$ cat config.mk
export PLATFORM = sky130hd
export DESIGN_NAME = xr_host_port
export DESIGN_NICKNAME = d
export VERILOG_FILES = /design/src/rtl/xr_host_port.sv
export SDC_FILE = /design/constraint.sdc
export NUM_CORES = 1
export LEC_CHECK = 0
export ABC_AREA = 1
export ABC_CLOCK_PERIOD_IN_PS = 2800
export BUFFER_PORTS_ARGS = -buffer_cell sky130_fd_sc_hd__buf_2
export CORE_MARGIN = 4
export CORE_UTILIZATION = 53
export CTS_CLUSTER_DIAMETER = 60
export DETAILED_ROUTE_END_ITERATION = 7
export GPL_ROUTABILITY_DRIVEN = 0
export GPL_TIMING_DRIVEN = 0
export PLACE_DENSITY = 0.76
export SYNTH_ARGS = -nofsm -noshare
export SYNTH_HDL_FRONTEND = slang
export SYNTH_SLANG_ARGS = --single-unit
$ cat constraint.sdc
create_clock -name clk -period 2.8 [get_ports clk]
set_input_delay 0.14 -clock clk [delete_from_list [all_inputs] [get_ports clk]]
set_output_delay 0.14 -clock clk [all_outputs]
set_load 0.02 [all_outputs]
$ cat src/rtl/xr_host_port.sv
`default_nettype none
// +----------------------------------------------------------------------------+
// | xr_host_port: host-strobe to XR bus initiator with a write queue and an     |
// | auto-incrementing read prefetch. Optional macro: XR_HOST_ERRFLAGS_EN.       |
// | Rev 1.0                                                                     |
// +----------------------------------------------------------------------------+
module xr_host_port #(
  parameter int WQ_DEPTH = 4
) (
  input  logic        clk,
  input  logic        reset_i,
  input  logic        host_rd_addr_wr_i,
  input  logic        host_wr_addr_wr_i,
  input  logic        host_data_wr_i,
  input  logic        host_data_rd_i,
  input  logic [15:0] host_addr_i,
  input  logic [15:0] host_data_i,
  input  logic [15:0] host_rd_incr_i,
  input  logic [15:0] host_wr_incr_i,
  output logic [15:0] host_rd_data_o,
  output logic        host_rd_valid_o,
  output logic        host_busy_o,
  input  logic        host_err_clr_i,
  output logic        host_wr_ovf_o,
  output logic        host_rd_unf_o,
  output logic        xr_sel_o,
  output logic        xr_wr_o,
  output logic [15:0] xr_addr_o,
  output logic [15:0] xr_data_o,
  input  logic        xr_ack_i,
  input  logic [15:0] xr_data_i
);

  localparam int c_aw = $clog2(WQ_DEPTH);
  localparam int c_cw = c_aw + 1;
  localparam logic [c_cw-1:0] c_full = c_cw'(WQ_DEPTH);

  typedef enum logic [1:0] {
    ST_IDLE  = 2'd0,
    ST_WRITE = 2'd1,
    ST_READ  = 2'd2
  } state_t;

  state_t            r_state;
  state_t            w_state_nxt;

  logic [15:0]       r_q_addr [WQ_DEPTH];
  logic [15:0]       r_q_data [WQ_DEPTH];
  logic [c_aw-1:0]   r_head;
  logic [c_aw-1:0]   r_tail;
  logic [c_cw-1:0]   r_count;

  logic [15:0]       r_wr_addr;
  logic [15:0]       r_rd_addr;
  logic [15:0]       r_rd_data;
  logic              r_rd_valid;
  logic              r_rd_pending;
  logic              r_discard;

  logic              r_sel;
  logic              r_wr;
  logic [15:0]       r_xaddr;
  logic [15:0]       r_xdata;

  logic              w_push;
  logic              w_pop;
  logic              w_rd_ack;
  logic              w_rd_take;
  logic              w_slot;
  logic              w_q_avail;
  logic [c_aw-1:0]   w_issue_idx;
  logic              w_issue_rd;
  logic              w_sel_nxt;
  logic              w_wr_nxt;
  logic [15:0]       w_xaddr_nxt;
  logic [15:0]       w_xdata_nxt;

  // Fullness uses the registered count, so a same-cycle pop never rescues a push.
  assign w_push    = host_data_wr_i && (r_count != c_full);
  assign w_pop     = xr_ack_i && (r_state == ST_WRITE);
  assign w_rd_ack  = xr_ack_i && (r_state == ST_READ);
  assign w_rd_take = host_data_rd_i && r_rd_valid;
  assign w_slot    = (r_state == ST_IDLE) || xr_ack_i;

  // On a write ack the head is leaving, so the next candidate is the entry behind it.
  assign w_q_avail   = (r_state == ST_WRITE) ? (r_count > c_cw'(1)) : (r_count != '0);
  assign w_issue_idx = (r_state == ST_WRITE) ? r_head + 1'b1 : r_head;

  always_comb begin
    w_state_nxt = r_state;
    w_sel_nxt   = r_sel;
    w_wr_nxt    = r_wr;
    w_xaddr_nxt = r_xaddr;
    w_xdata_nxt = r_xdata;
    w_issue_rd  = 1'b0;
    if (w_slot) begin
      if (w_q_avail) begin
        w_state_nxt = ST_WRITE;
        w_sel_nxt   = 1'b1;
        w_wr_nxt    = 1'b1;
        w_xaddr_nxt = r_q_addr[w_issue_idx];
        w_xdata_nxt = r_q_data[w_issue_idx];
      end else if (r_rd_pending) begin
        w_state_nxt = ST_READ;
        w_sel_nxt   = 1'b1;
        w_wr_nxt    = 1'b0;
        w_xaddr_nxt = r_rd_addr;
        w_issue_rd  = 1'b1;
      end else begin
        w_state_nxt = ST_IDLE;
        w_sel_nxt   = 1'b0;
        w_wr_nxt    = 1'b0;
      end
    end
  end

  always_ff @(posedge clk or posedge reset_i) begin
    if (reset_i) begin
      r_state <= ST_IDLE;
      r_sel   <= 1'b0;
      r_wr    <= 1'b0;
      r_xaddr <= '0;
      r_xdata <= '0;
    end else begin
      r_state <= w_state_nxt;
      r_sel   <= w_sel_nxt;
      r_wr    <= w_wr_nxt;
      r_xaddr <= w_xaddr_nxt;
      r_xdata <= w_xdata_nxt;
    end
  end

  always_ff @(posedge clk) begin
    if (w_push) begin
      r_q_addr[r_tail] <= r_wr_addr;
      r_q_data[r_tail] <= host_data_i;
    end
  end

  always_ff @(posedge clk or posedge reset_i) begin
    if (reset_i) begin
      r_head  <= '0;
      r_tail  <= '0;
      r_count <= '0;
    end else begin
      if (w_push) r_tail <= r_tail + 1'b1;
      if (w_pop)  r_head <= r_head + 1'b1;
      case ({w_push, w_pop})
        2'b10:   r_count <= r_count + 1'b1;
        2'b01:   r_count <= r_count - 1'b1;
        default: r_count <= r_count;
      endcase
    end
  end

  // An address load beats the increment; the push in that cycle used the old address.
  always_ff @(posedge clk or posedge reset_i) begin
    if (reset_i) begin
      r_wr_addr <= '0;
    end else if (host_wr_addr_wr_i) begin
      r_wr_addr <= host_addr_i;
    end else if (w_push) begin
      r_wr_addr <= r_wr_addr + host_wr_incr_i;
    end
  end

  always_ff @(posedge clk or posedge reset_i) begin
    if (reset_i) begin
      r_rd_addr    <= '0;
      r_rd_data    <= '0;
      r_rd_valid   <= 1'b0;
      r_rd_pending <= 1'b0;
    end else if (host_rd_addr_wr_i) begin
      r_rd_addr    <= host_addr_i;
      r_rd_valid   <= 1'b0;
      r_rd_pending <= 1'b1;
    end else if (w_rd_take) begin
      r_rd_addr    <= r_rd_addr + host_rd_incr_i;
      r_rd_valid   <= 1'b0;
      r_rd_pending <= 1'b1;
    end else begin
      if (w_issue_rd) r_rd_pending <= 1'b0;
      if (w_rd_ack && !r_discard) begin
        r_rd_data  <= xr_data_i;
        r_rd_valid <= 1'b1;
      end
    end
  end

  // A read issued or outstanding while the address is reloaded returns stale data.
  always_ff @(posedge clk or posedge reset_i) begin
    if (reset_i) begin
      r_discard <= 1'b0;
    end else if (host_rd_addr_wr_i && (((r_state == ST_READ) && !xr_ack_i) || w_issue_rd)) begin
      r_discard <= 1'b1;
    end else if (w_rd_ack) begin
      r_discard <= 1'b0;
    end
  end

`ifdef XR_HOST_ERRFLAGS_EN
  logic r_wr_ovf;
  logic r_rd_unf;

  always_ff @(posedge clk or posedge reset_i) begin
    if (reset_i) begin
      r_wr_ovf <= 1'b0;
      r_rd_unf <= 1'b0;
    end else begin
      if (host_data_wr_i && !w_push) r_wr_ovf <= 1'b1;
      else if (host_err_clr_i)       r_wr_ovf <= 1'b0;
      if (host_data_rd_i && !r_rd_valid) r_rd_unf <= 1'b1;
      else if (host_err_clr_i)           r_rd_unf <= 1'b0;
    end
  end

  assign host_wr_ovf_o = r_wr_ovf;
  assign host_rd_unf_o = r_rd_unf;
`else
  logic w_unused_err_clr;
  assign w_unused_err_clr = host_err_clr_i;
  assign host_wr_ovf_o    = 1'b0;
  assign host_rd_unf_o    = 1'b0;
`endif

  assign host_rd_data_o  = r_rd_data;
  assign host_rd_valid_o = r_rd_valid;
  assign host_busy_o     = (r_count != '0) || r_rd_pending || (r_state != ST_IDLE);

  assign xr_sel_o  = r_sel;
  assign xr_wr_o   = r_wr;
  assign xr_addr_o = r_xaddr;
  assign xr_data_o = r_xdata;

endmodule
`default_nettype wire

After elaboration in Yosys (flattened, before gate mapping)
Memory sizes are Yosys's and may differ from the RTL's. A register that Yosys moved wholly into a read port is not among the register bits.
Index checks and enable logic that the tools add are counted.
W data, S select, Z words.

storage, ports and cells
  memories kept = 2
  input bits = 88
  memory bits (read-only) = 0
  bits in latches = 0
  bits in writable memories = 128
  output and inout bits = 54
  register bits after elaboration = 78
  logic and storage cells = 81

cells by class
  bitwise operators = 2
  $add $sub $neg = 6
  shifts and indexed selects = 0
  multipliers = 0
  muxes and demuxes = 26
  reduce and logical (&&, ||, !) cells = 26
  divide/modulo/power cells = 0
  eq/ne operators = 5
  $lt $le $gt $ge = 1

memory list
  name      depth  width  read ports  clocked after memory_dff  wr ports  RTL line  source
  r_q_addr  4      16     1           0                         1         47        logic [15:0] r_q_addr [WQ_DEPTH];
  r_q_data  4      16     1           1                         1         48        logic [15:0] r_q_data [WQ_DEPTH];

operators with widths
  kind                   count
  $mux W16               6
  $add A16 B16 Y16       2
  $mux W1                16
  $reduce_bool A2 Y1     6
  $reduce_bool A3 Y1     3
  $logic_and A1 B1 Y1    7
  $mux W2                3
  $pmux W3 S2            1
  $add A2 B1 Y2 const B  2
  $eq A2 B1 Y1 const B   2
  $eq A2 B2 Y1 const B   2
  $logic_or A1 B1 Y1     4
  $reduce_and A2 Y1      2
  $add A3 B1 Y3 const B  1
  $gt A3 B1 Y1 const B   1
  $ne A3 B3 Y1 const B   1
  $reduce_and A3 Y1      1
  $sub A3 B1 Y3 const B  1
  $logic_not A1 Y1       2
  $logic_not A2 Y1       1
  $not A1 Y1             2

Logic depth before layout (Yosys ltp)
  depth after elaboration = 7
  mapped depth = 12
  depth with buffers taken out = 11

Least setup slack after synthesis
OpenSTA, ideal clock, no wires.

  path type = register to register
  start point = reg r_count[0]
  end point = mem r_q_addr[0][0] (enable)
  library setup time = 421 ps
  arrival = 2234 ps
  data required time = 2379 ps
  clock period less this slack = 2655 ps
  buffers on the path = 0
  slack = 145 ps
  cell stages (with the launch flop) = 6
  cells stage by stage = dfrtp_1 -> inv_1 -> ha_1 -> inv_1 -> o21ai_4 -> nor2_1

on the way
  longest elaborated chain between the ends = 4

RTL lines
  element                        RTL line  source
  from (decl)                    51        logic [c_cw-1:0] r_count;
  from (signal assigned)         149       2'b10: r_count <= r_count + 1'b1;
  from (signal assigned)         150       2'b01: r_count <= r_count - 1'b1;
  from (signal assigned)         151       default: r_count <= r_count;
  $ne A3 B3 Y1                   79        assign w_push = host_data_wr_i && (r_count != c_full);
  $logic_and A1 B1 Y1            79
  $mux W1                        134       if (w_push) begin
  $mux W1 (not written as such)  135       r_q_addr[r_tail] <= r_wr_addr;
  to (decl)                      47

No other way between the ends.

Final worst setup path
  start point = reg r_count[0]
  end point = reg r_xaddr[2], in the netlist xr_addr_o[2]

on the way
  longest elaborated chain between the ends = 4
  elaborated cells on any way between the ends = 6
  those cells by class = order compare: 1; mux: 2; reduce/logical: 3

RTL lines
  element                                             RTL line  source
  $gt A3 B1 Y1 or $reduce_bool A3 Y1 (tied branches)  86        assign w_q_avail = (r_state == ST_WRITE) ? (r_count > c_cw'(1)) : (r_count != '0);
  $mux W1 *                                           86
  $reduce_bool A2 Y1 (no source line)                 n/a
  $reduce_and A2 Y1 (no source line)                  n/a
  to (signal assigned)                                128       r_xaddr <= w_xaddr_nxt;
  to (decl)                                           62        logic [15:0] r_xaddr;

Mark *: on every way between the ends. The rest lies on a longest branch, timed or not.
A chain may end at the register's enable or synchronous reset.

==> results.py <==
metrics = {
    "worst_setup_path": {
        "critPathBufInv": 4,
        "cp.depth": 11,
        "rrSetupSlack_ns": 0.53,
        "rr_worst_depth": 11,
        "cpMaxStageDelayCell": "dfrtp_1",
        "crit_end": "xr_addr_o[2]",
        "rr_endpoint": "xr_addr_o[2]",
        "path_common_cell": "nand2_1",
        "crit_required_ns": 3.19,
        "r2r-start": "r_count[0]",
        "worst_path_largest_cell_delay_ns": 0.42,
        "crit_path_start": "r_count[0]",
        "critPathKind": "flop to flop",
        "cp_top_family": "buffers and inverters",
        "worstSetupStartpointType": "flop",
        "crit_chain": "inv_1 > ha_1 > inv_1 > a21oi_1 > nand2_1 > buf_4 > nand2_1 > buf_2 > o21ai_0 > nand2_1 > nand2_1",
        "worst_setup_path_end_kind": "flop",
        "worstPathArrival_ns": 2.66,
        "crit_fanout": 10,
    },
    "pwr": {
        "total_power_w": 0.0142,
        "swShare": 0.419,
        "comb_power_share": 0.445,
        "peakVddDrop_mv": 0.537,
        "p_switching_w": 0.00594,
        "p_clk_frac": 0.202,
        "p_leak_nw": 6.50,
        "powerDensity_mw_per_mm2": 1060,
        "seqPwrFrac": 0.353,
        "p_int_w": 0.00823,
    },
    "floorplanning": {
        "fp.dieW_um": 153,
        "start_util": 0.543,
        "die_height_um": 153,
        "coreArea_mm2": 0.0204,
        "dieArea_mm2": 0.0233,
        "rows": 52,
        "ios": 142,
    },
    "clocking": {
        "cts_hold_buf": 42,
        "ctsResizeCount": 0,
        "root_buffer": "clkbuf_16",
        "cts_max_path_buffers": 3,
        "clock_latency_ns": 0.50,
        "cts_max_level": 1,
        "cts_setup_buffers": 0,
        "cts_made_buffers": 23,
        "cts_tree": "yes",
        "path_clk_slew_ns": 0.06,
        "cts.sinks": 221,
    },
    "placement": {
        "portBuffers": 136,
        "post-dp-hpwl_mm": 19.9,
        "dp_cells": 1652,
    },
    "yosys": {
        "synth.area.top_cells": "edfxtp_1, dfrtp_1, nand2_1",
        "ys_seq_elements": 221,
        "synth_xor_area_frac": 0.00869,
        "synth_top_family_by_area": "simple AND/OR/NAND/NOR gates",
        "yosysWarnings": 0,
        "ys_types": 39,
        "synth_edf_count": 128,
        "avgSynthCellArea_um2": 8.94,
        "yosysTopAreaCell": "edfxtp_1",
        "netlist.area_leader.share": 0.347,
        "ys_seq_area_frac": 0.556,
        "ys.flop_type": "edfxtp_1",
        "syn_inst": 1240,
        "synth_compound_area_frac": 0.0731,
        "async_flop_share": 0.421,
        "synthSimpleGateAreaFrac": 0.215,
        "synthAdderAreaFrac": 0.0476,
        "syn_area_mm2": 0.0111,
        "synth_mux_area_frac": 0.0171,
    },
    "detailed_routing": {
        "wl_mm": 28.0,
        "first_pass_iters": 5,
        "drtAntennaViolNets": 0,
        "vias_per_cell": 5.24,
        "routedWlPerCell_um": 16.1,
        "vias": 9092,
        "drc": 0,
        "drt-initial-drc-count": 588,
    },
    "final_layout": {
        "final_nets": 1578,
        "antenna_cells": 0,
        "drive_gt1_frac": 0.165,
        "syn_to_final_growth_pct": 20.7,
        "layout_common_cells": "nand2_1, inv_1, buf_2",
        "layout.cells.non_filler": 1736,
        "layout_commonest_cell": "nand2_1",
    },
    "sta": {
        "slew-limit-headroom": 0.594,
        "setup_viol": 0,
        "rsz0062_at_grt": "false",
        "tightest_slew_ns": 0.609,
        "final.setup.tns_ns": 0,
        "layout_min_cycle_time_ns": 2.27,
        "hold_violations": 0,
        "fmax_ghz": 0.441,
        "slew_viol_final": 0,
        "finClkSkew_ns": 0.0125,
        "timing.final.crit_share": 0.810,
    },
    "run_status": {
        "run_status": "complete, no violations",
    },
    "global_route": {
        "antenna_found_initial": 0,
        "grt_max_degree": 60,
        "grt_pass1_vias": 8960,
        "overflow": 0,
        "grt_pass1_wl_mm": 45.1,
        "grtUsageTotal": 0.237,
    },
    "worst_hold_path": {
        "min_path_type": "primary input to flop",
    },
    "run": {
        "maxCapViolCount": 0,
    },
}
==> metal layers <==
layer / wire length [um] / GRT usage / vias to the layer above
li1: - / - / 4426
met1: 11600 / 0.313 / 4256
met2: 13600 / 0.407 / 350
met3: 1980 / 0.0329 / 60
met4: 757 / 0.0819 / 0
met5: 0 / 0 / -
==> logic make-up after synthesis <==
family | count (synthesis)
AOI/OAI and AO/OA | 154
xor gates and xnor gates | 11
adders and majority gates | 41
buffers and inverters | 223
DFF | 221
muxes | 17
other | 1
and+or+nand+nor | 572
==> power groups by stage <==
stage | clock, W | combinational (W) | sequential, W
after floorplan | 0 | 0.00378 | 0.00539
after global placement | 0 | 0.00594 | 0.00505
after detailed placement | 0 | 0.00621 | 0.00506
after CTS | 0.00289 | 0.00632 | 0.00500
after global routing | 0.00305 | 0.00706 | 0.00510
final | 0.00286 | 0.00631 | 0.00501
==> cell usage after synthesis (4+ instances only) <==
| master | count |
|---|---|
| a21oi_1 | 71 |
| and2_1 | 4 |
| buf_2 | 19 |
| buf_4 | 4 |
| buf_6 | 4 |
| clkbuf_1 | 9 |
| dfrtp_1 | 93 |
| edfxtp_1 | 128 |
| ha_1 | 39 |
| inv_1 | 176 |
| inv_2 | 7 |
| mux2_2 | 15 |
| nand2_1 | 392 |
| nand3_1 | 75 |
| nand3b_1 | 20 |
| nor2_1 | 57 |
| nor3_1 | 9 |
| o211ai_1 | 4 |
| o21ai_0 | 59 |
| o21ai_1 | 9 |
| o22ai_1 | 7 |
| or2_2 | 6 |
| xnor2_1 | 7 |
| xor2_1 | 4 |
==> tightest hold or removal path, stage by stage <==
cell    delay [ns]
buf_2         0.09
ha_1          0.12
nor2_1        0.04
nor2_1        0.08
==> final cells by class <==
type / count / area, um^2
inverters: 183 / 689
clock buffers: 31 / 626
plain buffers: 40 / 220
clock inverters: 11 / 83.8
well taps: 270 / 338
repair buffers: 183 / 1210
multi-input cells: 797 / 4050
fillers: 1660 / 7050
flip-flops and latches: 221 / 6170
==> state kept, by name (all words and copies together) (netlist names) <==
register	cells
r_wr_addr	16
r_discard	1
r_state	2
xr_data_o	16
host_rd_data_o	16
r_rd_addr	16
host_rd_valid_o	1
r_head	2
r_tail	2
r_q_data	64
r_count	3
xr_sel_o	1
r_q_addr	64
xr_addr_o	16
r_rd_pending	1
==> worst min-delay path by stage <==
| stage | startpoint | to | cells past startpoint |
|---|---|---|---|
| floorplan | xr_ack_i | r_state[0] | 1 |
| global placement | host_data_i[6] | r_q_data[1][6] | 1 |
| detailed placement | reset_i | host_rd_data_o[1] | 2 |
| CTS | host_wr_incr_i[0] | r_wr_addr[0] | 4 |
| global route | host_wr_incr_i[0] | r_wr_addr[0] | 4 |
| finish | host_wr_incr_i[0] | r_wr_addr[0] | 4 |
==> metrics by stage <==
| stage | util | setup slack [ns] | hold slack [ns] | instance area (um^2) |
|---|---|---|---|---|
| 6_report | 0.655 | 0.531 | 0.0179 | 13400 |
| 3_3_place_gp | 0.593 | -1.05 | 0.353 | 12100 |
| 2_1_floorplan | - | 0.145 | 0.236 | 11100 |
| 3_5_place_dp | 0.600 | 0.609 | 0.226 | 12300 |
| 5_1_grt | 0.655 | 0.407 | 0.0271 | 13400 |
| 4_1_cts | 0.655 | 0.605 | 0.00378 | 13400 |
Note: power is estimated with default switching activity, not from simulation.
